**config.mk**
```make
export PLATFORM = sky130hd
export DESIGN_NAME = bk_sum_decoder
export DESIGN_NICKNAME = d
export VERILOG_FILES = /design/src/rtl/bk_dec_pkg.sv /design/src/rtl/bk_sub_digit.sv /design/src/rtl/bk_sum_decoder.sv
export SDC_FILE = /design/constraint.sdc
export NUM_CORES = 1
export LEC_CHECK = 0
export CAP_MARGIN = 10
export CORE_UTILIZATION = 25
export DETAILED_ROUTE_END_ITERATION = 16
export GPL_TIMING_DRIVEN = 0
export SLEW_MARGIN = 20
export SYNTH_ARGS = -nofsm -noshare
export SYNTH_HDL_FRONTEND = slang
export SYNTH_HIERARCHICAL = 1
export SYNTH_SLANG_ARGS = --single-unit
```
**constraint.sdc**
```tcl
create_clock -name clk -period 1.9 [get_ports clk]
set_input_delay 0.475 -clock clk [delete_from_list [all_inputs] [get_ports clk]]
set_output_delay 0.475 -clock clk [all_outputs]
set_load 0.03 [all_outputs]
```
**src/rtl/bk_dec_pkg.sv**
```systemverilog
// Shared constants, sizing helpers and FSM state type for the Brent-Kung sum decoder.
package bk_dec_pkg;

  localparam int DEF_WIDTH = 12;
  localparam int DEF_DIGIT = 4;

  function automatic int ndig(input int width, input int digit);
    return width / digit;
  endfunction

  // A one-digit configuration still needs a 1-bit counter to stay a legal vector.
  function automatic int cnt_width(input int n);
    return (n > 1) ? $clog2(n) : 1;
  endfunction

  localparam int DEF_NDIG  = ndig(DEF_WIDTH, DEF_DIGIT);
  localparam int DEF_CNT_W = cnt_width(DEF_NDIG);

  typedef enum logic [1:0] {
    IDLE,
    CALC,
    DONE
  } state_e;

endpackage

```
**src/rtl/bk_sub_digit.sv**
```systemverilog
// Combinational DIGIT-bit subtractor slice: {bout, d} = x - y - bin.
module bk_sub_digit #(
  parameter int DIGIT = 4
) (
  input  logic [DIGIT-1:0] x,
  input  logic [DIGIT-1:0] y,
  input  logic             bin,
  output logic [DIGIT-1:0] d,
  output logic             bout
);

  logic [DIGIT:0] diff;

  // The extra top bit of the widened difference is the borrow out.
  assign diff = {1'b0, x} - {1'b0, y} - {{DIGIT{1'b0}}, bin};
  assign d    = diff[DIGIT-1:0];
  assign bout = diff[DIGIT];

endmodule

```
**src/rtl/bk_sum_decoder.sv**
```systemverilog
// Serial operand recovery b = sum - a, DIGIT bits per cycle, valid/ready on both sides.
// Optional range-check output out_err is enabled by defining BKDEC_RANGE_CHECK_EN.
module bk_sum_decoder
  import bk_dec_pkg::*;
#(
  parameter int WIDTH = DEF_WIDTH,
  parameter int DIGIT = DEF_DIGIT
) (
  input  logic             clk,
  input  logic             rst_n,
  input  logic             in_valid,
  output logic             in_ready,
  input  logic [WIDTH:0]   in_sum,
  input  logic [WIDTH-1:0] in_a,
  output logic             out_valid,
  input  logic             out_ready,
  output logic [WIDTH-1:0] out_b
`ifdef BKDEC_RANGE_CHECK_EN
  ,
  output logic             out_err
`endif
);

  localparam int NDIG  = ndig(WIDTH, DIGIT);
  localparam int CNT_W = cnt_width(NDIG);

  if (WIDTH % DIGIT != 0) begin : g_bad_digit
    $error("bk_sum_decoder: WIDTH must be a multiple of DIGIT");
  end

  state_e             state_q, state_d;
  logic [WIDTH-1:0]   sum_q, sum_d;
  logic [WIDTH-1:0]   a_q, a_d;
  logic [WIDTH-1:0]   b_q, b_d;
  logic               borrow_q, borrow_d;
  logic [CNT_W-1:0]   cnt_q, cnt_d;
  logic [DIGIT-1:0]   dig_d;
  logic               dig_bout;
  logic [WIDTH+DIGIT-1:0] b_shift;

`ifdef BKDEC_RANGE_CHECK_EN
  logic carry_q, carry_d;
  logic err_q, err_d;
`else
  logic unused_carry;
  assign unused_carry = in_sum[WIDTH];
`endif

  bk_sub_digit #(
    .DIGIT(DIGIT)
  ) u_sub (
    .x   (sum_q[DIGIT-1:0]),
    .y   (a_q[DIGIT-1:0]),
    .bin (borrow_q),
    .d   (dig_d),
    .bout(dig_bout)
  );

  // Operands shift down one digit per cycle; result digits enter from the top.
  assign b_shift = {dig_d, b_q};

  always_comb begin
    state_d  = state_q;
    sum_d    = sum_q;
    a_d      = a_q;
    b_d      = b_q;
    borrow_d = borrow_q;
    cnt_d    = cnt_q;
`ifdef BKDEC_RANGE_CHECK_EN
    carry_d  = carry_q;
    err_d    = err_q;
`endif
    case (state_q)
      IDLE: begin
        if (in_valid) begin
          sum_d    = in_sum[WIDTH-1:0];
          a_d      = in_a;
          borrow_d = 1'b0;
          cnt_d    = '0;
`ifdef BKDEC_RANGE_CHECK_EN
          carry_d  = in_sum[WIDTH];
`endif
          state_d  = CALC;
        end
      end
      CALC: begin
        b_d      = b_shift[WIDTH+DIGIT-1:DIGIT];
        sum_d    = sum_q >> DIGIT;
        a_d      = a_q >> DIGIT;
        borrow_d = dig_bout;
        cnt_d    = cnt_q + CNT_W'(1);
        if (cnt_q == CNT_W'(NDIG - 1)) begin
`ifdef BKDEC_RANGE_CHECK_EN
          // A legal adder output has its carry-out equal to the final borrow.
          err_d   = carry_q ^ dig_bout;
`endif
          state_d = DONE;
        end
      end
      DONE: begin
        if (out_ready) begin
          state_d = IDLE;
        end
      end
      default: begin
        state_d = IDLE;
      end
    endcase
  end

  always_ff @(posedge clk or negedge rst_n) begin
    if (!rst_n) begin
      state_q  <= IDLE;
      sum_q    <= '0;
      a_q      <= '0;
      b_q      <= '0;
      borrow_q <= 1'b0;
      cnt_q    <= '0;
`ifdef BKDEC_RANGE_CHECK_EN
      carry_q  <= 1'b0;
      err_q    <= 1'b0;
`endif
    end else begin
      state_q  <= state_d;
      sum_q    <= sum_d;
      a_q      <= a_d;
      b_q      <= b_d;
      borrow_q <= borrow_d;
      cnt_q    <= cnt_d;
`ifdef BKDEC_RANGE_CHECK_EN
      carry_q  <= carry_d;
      err_q    <= err_d;
`endif
    end
  end

  assign in_ready  = (state_q == IDLE);
  assign out_valid = (state_q == DONE);
  assign out_b     = b_q;
`ifdef BKDEC_RANGE_CHECK_EN
  assign out_err   = err_q;
`endif

endmodule

```
# After elaboration in Yosys (flattened, before gate mapping)
# Cells that the tools add are included.
# classes
eq_ne	6
add_sub_neg	3
n_reduce_logical	4
muxes	12
# op_table
operator	count
12-bit case mux with 2 select lines	2
12-bit two-way mux	2
2-bit two-way mux	4
2-bit case mux with 3 select lines	1
4-bit by 4-bit subtractor with 5-bit output	1
5-bit by 1-bit subtractor with 5-bit output	1
2-bit equality test (second input constant)	2
2-bit inequality test (second input constant)	2
2-bit case mux with 2 select lines	1
3-bit AND reduction	1
2-bit by 1-bit adder with 2-bit output (second input constant)	1
2-bit by 1-bit equality test with 1-bit output (second input constant)	1
2-bit zero test	1
2-bit by 1-bit inequality test with 1-bit output (second input constant)	1
1-bit case mux with 2 select lines	1
2-bit AND reduction	1
2-bit nonzero test	1
1-bit two-way mux	1
# totals
wordCells	31
input_bits	29
output_inout_bits	14
register_bits	41

# Logic depth before layout (Yosys ltp)
# Gate-level depths: netlist of run 1.
# logic_depth
depth_word	3
depth_mapped	8
depth_no_buf	8

# Modules after synthesis
# The synthesis of run 1 kept the hierarchy.
# modules_own_cells
mod	seq_area_each_um2	cells_per_inst	instances	area_per_inst_um2
bk_sum_decoder	1026.0	156	1	1903.1
bk_sub_digit	0.0	24	1	207.7

# Worst setup path before layout of run 1
# OpenSTA, ideal clock, no wires.
# synth_timing
path_kind	flip-flop to flip-flop
startpoint	register a_q[0]
endpoint	register borrow_q
stages_incl_launch_ff	8
period_less_slack_ns	1.893
t_arrival_ns	1.772
setup_ns	0.121
path_buffers	0
slack_ns	0.007
required_ns	1.779
path_cell_list	dfrtp_1 inv_1 fa_1 fa_1 nand2b_1 a21oi_2 xor2_1 a22o_1
# synth_via
elab_chain_cells	3
# synth_rtl
element	line	source
start: declaration	bk_sum_decoder.sv:33	logic [WIDTH-1:0] a_q, a_d;
start signal: assignment	bk_sum_decoder.sv:115	a_q <= '0;
start signal: assignment	bk_sum_decoder.sv:126	a_q <= a_d;
4-bit by 4-bit subtractor with 5-bit output	bk_sub_digit.sv:15	assign diff = {1'b0, x} - {1'b0, y} - {{DIGIT{1'b0}}, bin};
5-bit by 1-bit subtractor with 5-bit output	bk_sub_digit.sv:15	
net dig_bout	bk_sum_decoder.sv:38	logic dig_bout;
1-bit case mux with 2 select lines	bk_sum_decoder.sv:73	case (state_q)
end signal: assignment	bk_sum_decoder.sv:128	borrow_q <= borrow_d;
end: declaration	bk_sum_decoder.sv:35	logic borrow_q, borrow_d;
# The timed path passes the listed nets, and every way through them passes these cells.
# A chain may end at the register's enable or synchronous reset.

# Worst setup path after layout of run 1
# layout_timing
startpoint	register borrow_q
endpoint	register b_q[11], in the netlist out_b[11]
# layout_via
elab_chain_cells	1
# layout_rtl
element	line	source
5-bit by 1-bit subtractor with 5-bit output	bk_sub_digit.sv:15	
net dig_d[3]	bk_sum_decoder.sv:37	logic [DIGIT-1:0] dig_d;
end signal: assignment	bk_sum_decoder.sv:116	b_q <= '0;
end signal: assignment	bk_sum_decoder.sv:127	b_q <= b_d;
end: declaration	bk_sum_decoder.sv:34	logic [WIDTH-1:0] b_q, b_d;
# The timed path passes the listed nets, and every way through them passes these cells.

==> impl_metrics.env, run 1 <==
export IMPL_worstSkewPairLatency_ns=0.30
export IMPL_initial_utilization=0.2582
export IMPL_post_route_worst_setup_slack_ns=-0.02117
export IMPL_yosysUniqueCellTypes=33
export IMPL_drt_pass_1_iters=4
export IMPL_hpwl_microns=3483
export IMPL_final_util=0.3431
export IMPL_vias=1559
export IMPL_placed_cells_incl_taps=327
export IMPL_yosys_register_bits=41
export IMPL_dp_slack_ns=-0.2097
export IMPL_finalCritPeriodShare=1.011
export IMPL_gp_routability_congestion=0.7374
export IMPL_antenna_left=0
export IMPL_cell_repeated_most_along_the_worst_path="sky130_fd_sc_hd__inv_2"
export IMPL_drt_total_wl_microns=4827
export IMPL_drc=0
export IMPL_finalWorstPathRequiredPeriod_ns=1.921
export IMPL_layout_cell_area_non_filler_sq_mm=0.002805
export IMPL_timing_max_slew_rel_slack=0.6587
export IMPL_post_route_cells_drive_above_1_share=0.2087
export IMPL_drt_initial_drc_count=52
export IMPL_critPathArrivalTime_ns=2.10
export IMPL_yosys_area_top_type_share=0.4861
export IMPL_cts_reportedPaths_clkPinSlew_ns=0.08
export IMPL_final_nets=267
export IMPL_static_leakage_nw=1.216
export IMPL_diodes=0
export IMPL_cp_num_buf_inv=2
export IMPL_depth_of_the_cts_h_tree=2
export IMPL_groute_layer_met1_usage=0.1554
export IMPL_comb_power_share=0.562
export IMPL_synth_cells=180
export IMPL_cts_buffers_inserted=5
export IMPL_use_met2=0.1825
export IMPL_num_io_pins=43
export IMPL_max_cap_viol_count=0
export IMPL_cts_root_buffer_cell="sky130_fd_sc_hd__clkbuf_8"
export IMPL_grtUsageTotal=0.1192
export IMPL_cp_max_delay_cell="sky130_fd_sc_hd__fa_2"
export IMPL_required_time_worst_endpoint_ns=2.08
export IMPL_power_switching_share=0.4070
export IMPL_synth_yosys_seq_area_share=0.4861
export IMPL_ys_warn_count=6
export IMPL_first_pass_grt_wire_length_microns=7962
export IMPL_cellInternalPower_mw=3.088
export IMPL_fmax_mhz=520.5
export IMPL_critical_path_startpoint_type="register"
export IMPL_finalMaxSlewViolations=0
export IMPL_holdCritPathClass="input port to asynchronous set/reset pin"
export IMPL_full_die_area_sq_mm=0.008814
export IMPL_grt_antenna_before_repair=0
export IMPL_die_x_microns=93.89
export IMPL_grt_setup_unrepaired="true"
export IMPL_worst_path_cell_trace="inv_2, fa_2, inv_2, ha_4, o21ai_2, nand3b_1, xor2_1, mux2_4"
export IMPL_post_drt_wl_per_cell_microns=14.41
export IMPL_cts_num_sinks=41
export IMPL_critical_path_endpoint_type="register"
export IMPL_worst_slew_pin_slew_ns=0.5119
export IMPL_pwr_share_seq=0.315
export IMPL_critical_path_top_delay_family="adder cells"
export IMPL_placedInstanceArea_sq_mm=0.002675
export IMPL_synthesis_nets=218
export IMPL_mappedNetlistArea_sq_mm=0.002111
export IMPL_cts_tree="done"
export IMPL_globalRouteMet3Util=0.02994
export IMPL_fp_coreArea_sq_mm=0.008175
export IMPL_timing_clock_skew_ns=0.005948
export IMPL_buffer_ports_inserted=41
export IMPL_worst_ir_drop_vdd_uv=525.5
export IMPL_floorplan_die_height_microns=93.89
export IMPL_p_switching_mw=2.119
export IMPL_synthesis_area_per_instance_sq_um=11.73
export IMPL_slowest_delay_ns=0.58
export IMPL_clock_power_share=0.123
export IMPL_first_global_vias=1611
export IMPL_netlist_top_cells_area="sky130_fd_sc_hd__dfrtp_1 (49%), sky130_fd_sc_hd__mux2_2 (6.4%), sky130_fd_sc_hd__nor4b_1 (5.8%)"
export IMPL_final_instance_count_excl_fill=335
export IMPL_hold_violations=0
export IMPL_cts_root_to_sink_buffers=2
export IMPL_path_max_fanout=2
export IMPL_number_of_rows_created_at_floorplan=33
export IMPL_violations_in_the_final_reports="negative setup slack"
export IMPL_drt_vias_per_instance=4.654
export IMPL_synth_area_leader="sky130_fd_sc_hd__dfrtp_1"
export IMPL_power_per_unit_of_standard_cell_area_mw_per_mm2=1856
export IMPL_final_setup_viol_count=1
export IMPL_status="complete, but fails checks"
export IMPL_grt_overflow=0
export IMPL_area_growth_syn_to_layout_pct=32.90
export IMPL_grt_start_max_net_pins=23
export IMPL_grt_busiest_layer="met2"
export IMPL_timing_setup_critical_path_class="register to register"
routing by layer:
layer | up-vias | routed length, microns
met1 | 749 | 2301
met3 | 10 | 203
li1 | 748 | -
met5 | - | 0
met4 | 0 | 115
met2 | 52 | 2207
worst reg2reg max path: cells and delay by family, from the launching register on:
family,cells,cell delay (ns)
AOI/OAI and AO/OA,1,0.11
xor gates and xnor gates,1,0.15
and+or+nand+nor,1,0.10
DFF,1,0.37
adders and majority gates,2,0.73
muxes,1,0.25
buffers and inverters,2,0.10
metrics by stage:
stage               hold WS [ns]  TNS (ns)  power (mW)
floorplan                 0.1794         0       3.597
global placement          0.4593    -31.09       4.361
detailed placement        0.4661    -1.004       4.435
CTS                       0.1532  -0.06767       5.112
global route              0.1622   -0.1874       5.607
finish                    0.1383  -0.02117       5.206
Yosys cell counts:
library cell,count
sky130_fd_sc_hd__dfrtp_1,41
sky130_fd_sc_hd__inv_1,24
sky130_fd_sc_hd__nor3b_1,16
sky130_fd_sc_hd__a211oi_1,14
sky130_fd_sc_hd__nor4b_1,14
sky130_fd_sc_hd__mux2_2,12
sky130_fd_sc_hd__a22o_1,7
sky130_fd_sc_hd__ha_1,7
sky130_fd_sc_hd__buf_2,5
sky130_fd_sc_hd__clkbuf_1,5
sky130_fd_sc_hd__xor2_1,4
sky130_fd_sc_hd__nand2b_1,3
sky130_fd_sc_hd__nor4bb_1,3
sky130_fd_sc_hd__a211o_1,2
sky130_fd_sc_hd__buf_4,2
sky130_fd_sc_hd__fa_1,2
sky130_fd_sc_hd__o221a_2,2
sky130_fd_sc_hd__or4b_1,2
sky130_fd_sc_hd__a21o_1,1
sky130_fd_sc_hd__a21oi_1,1
sky130_fd_sc_hd__a21oi_2,1
sky130_fd_sc_hd__and2b_1,1
sky130_fd_sc_hd__buf_6,1
sky130_fd_sc_hd__mux2i_1,1
sky130_fd_sc_hd__nand2b_2,1
sky130_fd_sc_hd__nand3b_1,1
sky130_fd_sc_hd__nor2_1,1
sky130_fd_sc_hd__nor2b_1,1
sky130_fd_sc_hd__nor3b_2,1
sky130_fd_sc_hd__o21ai_0,1
sky130_fd_sc_hd__o21ba_2,1
sky130_fd_sc_hd__o21bai_1,1
sky130_fd_sc_hd__o2bb2ai_1,1
sequential cells by signal (all words and copies together) (netlist names):
| register | flops |
|---|---|
| borrow_q | 1 |
| out_b | 12 |
| state_q | 2 |
| cnt_q | 2 |
| sum_q | 12 |
| a_q | 12 |
logic make-up (layout without fill, tap and decap cells):
group,Yosys count,count (layout),share of synthesized area
and+or+nand+nor,44,44,0.1695
xor gates and xnor gates,4,4,0.01660
buffers and inverters,37,87,0.07587
muxes,13,13,0.06876
DFF,41,41,0.4861
adders and majority gates,9,9,0.06046
AOI/OAI and AO/OA,32,32,0.1227
power groups by stage:
stage / sequential, mW / combinational [mW] / clock, mW
final: 1.64 / 2.92 / 0.642
after global routing: 1.71 / 3.20 / 0.699
after floorplan: 1.82 / 1.78 / 0
after CTS: 1.61 / 2.84 / 0.657
after global placement: 1.61 / 2.75 / 0
after detailed placement: 1.63 / 2.81 / 0
cell usage in the layout, fill, tap and decap left out, drive strengths merged, types with 7 or more instances in the layout:
cell type / n
nor3b: 17
dfrtp: 41
clkbuf: 12
a22o: 7
buf: 12
ha: 7
a211oi: 14
inv: 24
mux2: 12
nor4b: 14
clkdlybuf4s50: 38
what timing repair did:
item / in CTS / in global routing
endpoints found under the setup margin: 4 / 4
hold buffers: 0 / 0
gates resized for setup: 17 / 10
hold endpoints to repair: 0 / 0
pin swaps: 0 / 2
buffers inserted: 0 / 1
area by class of cell:
class	instances	area (sq um)
fillers	849	5370
multi-input cells	102	952.2
clock buffers	7	96.34
inverters	24	90.09
well taps	105	131.4
flip-flops and latches	41	1027
repair buffers	43	436.7
plain buffers	12	66.31
clock inverters	1	5.005
path summary, 6_finish.rpt:
| kind | from | endpoint | slack (ns) | cells after the start |
|---|---|---|---|---|
| max reg2reg | borrow_q | out_b[11] | -0.02 | 8 |
| min in group clk | cnt_q[0] | cnt_q[0] | 0.47 | 1 |
| max in group asynchronous | rst_n | sum_q[4] | 1.28 | 2 |
| max | borrow_q | out_b[11] | -0.02 | 8 |
| min | rst_n | out_b[5] | 0.14 | 1 |
| min reg2reg | cnt_q[0] | cnt_q[0] | 0.47 | 1 |
Power figures use the tool's default switching activity.
==> run 2, diff against run 1 <==
PLACE_DENSITY = 0.55   (was not set)
REMOVE_ABC_BUFFERS = 1   (was not set)
==> run 2 against run 1 <==
Effect of this change:
- the run still ends with negative setup slack left
- final cell count decreased by 2.1%
- flip-flop and latch count did not move
- global-route usage is 0.31 points lower
- sequential share of layout area decreased by 0.14 points
- count of clock-buffer cells in the layout stayed put
- final area up 0.98%
- first-iteration DRC count is 27% higher
- clock skew down 0.00088 ns
- critical path depth decreased by 1
- largest power group unchanged
==> impl_metrics.env, run 2 (synthesized netlist as in run 1, its figures left out) <==
export IMPL_buffer_ports_inserted=41
export IMPL_critical_path_endpoint_type="register"
export IMPL_dp_slack_ns=-0.5589
export IMPL_timing_clock_skew_ns=0.005065
export IMPL_worst_slew_pin_slew_ns=0.8760
export IMPL_status="complete, but fails checks"
export IMPL_finalMaxSlewViolations=0
export IMPL_drc=0
export IMPL_layout_commonest_cell="sky130_fd_sc_hd__dfrtp_1"
export IMPL_required_time_worst_endpoint_ns=2.08
export IMPL_diodes=0
export IMPL_num_io_pins=43
export IMPL_violations_in_the_final_reports="negative setup slack"
export IMPL_power_per_unit_of_standard_cell_area_mw_per_mm2=1901
export IMPL_drt_pass_1_iters=4
export IMPL_critical_path_reg2reg_endpoint="out_b[11]"
export IMPL_finalWorstPathRequiredPeriod_ns=1.942
export IMPL_fp_coreArea_sq_mm=0.008175
export IMPL_antenna_left=0
export IMPL_static_leakage_nw=1.218
export IMPL_grt_setup_unrepaired="true"
export IMPL_post_drt_wl_per_cell_microns=14.35
export IMPL_fillerInstances=843
export IMPL_path_max_fanout=2
export IMPL_depth_of_the_cts_h_tree=2
export IMPL_drt_initial_drc_count=66
export IMPL_initial_utilization=0.2582
export IMPL_seq_area_sq_mm=0.001033
export IMPL_cts_root_buffer_cell="sky130_fd_sc_hd__clkbuf_8"
export IMPL_grtUsageTotal=0.1161
export IMPL_gp_routability_congestion=0.6907
export IMPL_cts_root_to_sink_buffers=2
export IMPL_critical_path_startpoint="sum_q[0]"
export IMPL_floorplan_die_height_microns=93.89
export IMPL_final_setup_viol_count=1
export IMPL_fmax_mhz=514.9
export IMPL_cts_num_sinks=41
export IMPL_first_pass_grt_wire_length_microns=7790
export IMPL_multi_input_comb_area_sq_um=972.2
export IMPL_timing_max_slew_rel_slack=0.4160
export IMPL_grt_overflow=0
export IMPL_cts_tree="done"
export IMPL_timing_reg2reg_setup_slack_ns=-0.04
export IMPL_grt_antenna_before_repair=0
export IMPL_worstSkewPairLatency_ns=0.29
export IMPL_rr_startpoint="sum_q[0]"
export IMPL_final_nets=260
export IMPL_placed_cells_incl_taps=315
export IMPL_final_instance_count_excl_fill=328
export IMPL_grt_start_max_net_pins=26
export IMPL_critical_path_startpoint_type="register"
export IMPL_area_growth_syn_to_layout_pct=34.20
export IMPL_hpwl_microns=2848
export IMPL_drt_vias_per_instance=4.607
export IMPL_hold_violations=0
export IMPL_cts_buffers_inserted=5
export IMPL_hold_buffers=0
export IMPL_holdCritPathClass="input port to asynchronous set/reset pin"
export IMPL_most_common_layout_cells="sky130_fd_sc_hd__dfrtp_1 (39), sky130_fd_sc_hd__clkdlybuf4s50_1 (37), sky130_fd_sc_hd__inv_1 (21)"
export IMPL_worst_ir_drop_vdd_uv=462.6
export IMPL_drt_total_wl_microns=4706
export IMPL_die_x_microns=93.89
export IMPL_max_cap_viol_count=0
export IMPL_critPathArrivalTime_ns=2.12
export IMPL_number_of_rows_created_at_floorplan=33
export IMPL_post_route_cells_drive_above_1_share=0.2063
export IMPL_worst_r2r_cell_count=7
export IMPL_post_route_worst_setup_slack_ns=-0.04209
export IMPL_vias=1511
export IMPL_finalCritPeriodShare=1.022
export IMPL_cts_reportedPaths_clkPinSlew_ns=0.08
export IMPL_full_die_area_sq_mm=0.008814
export IMPL_timing_setup_critical_path_class="register to register"
export IMPL_first_global_vias=1552
-- run 2: through the flow --
stage               hold slack (ns)  instance area [sq um]  total power, mW    util  TNS [ns]
detailed placement           0.4716                   2623            4.306  0.3208    -12.09
CTS                          0.1452                   2798            5.325  0.3422  -0.03008
global route                 0.1546                   2833            5.792  0.3465   -0.1466
global placement             0.4628                   2582            4.218  0.3159    -68.07
floorplan                    0.1794                   2041            3.479       -    -1.141
finish                       0.1328                   2833            5.384  0.3465  -0.04209
-- run 2: area by class of cell --
cell class	instances	area share
clock inverter	1	0.01060
sequential	41	0.3648
inverter	24	0.03180
timing repair buffer	48	0.1727
clock buffer	7	0.03048
multi-input combinational	102	0.3432
tap	105	0.04638
-- run 2: layer usage --
layer | vias to the layer above | part of all wire | track usage
met2 | 37 | 0.47 | 0.1813
li1 | 735 | - | -
met1 | 734 | 0.48 | 0.1555
met5 | - | 0 | 0
met4 | 0 | 0.012 | 0.03974
met3 | 5 | 0.043 | 0.02913
-- run 2: critical path: stages, from the launching register on --
cell                       delay (ns)
sky130_fd_sc_hd__dfrtp_1         0.42
sky130_fd_sc_hd__fa_2            0.57
sky130_fd_sc_hd__inv_2           0.06
sky130_fd_sc_hd__ha_4            0.15
sky130_fd_sc_hd__o21ai_2         0.12
sky130_fd_sc_hd__nand3b_1        0.11
sky130_fd_sc_hd__xor2_1          0.16
sky130_fd_sc_hd__mux2_4          0.25
-- run 2: how the worst max path moves through the flow --
stage	to	slack, ns
6_report	out_b[11]	-0.04
5_1_grt	out_b[11]	-0.09
4_1_cts	out_b[11]	-0.03
3_5_place_dp	sum_q[4]	-0.56
3_3_place_gp	a_q[2]	-1.36
2_1_floorplan	out_valid	-0.07
-- run 2: repair_timing --
action,in CTS,in global routing
endpoints found under the setup margin,27,14
buffers inserted,3,2
pin swaps,2,4
gates resized for setup,20,5
-- run 2: power breakdown --
group | internal, mW | switching, mW
registers | 1.33 | 0.414
clock network | 0.429 | 0.305
logic | 1.50 | 1.40
total | 3.26 | 2.12
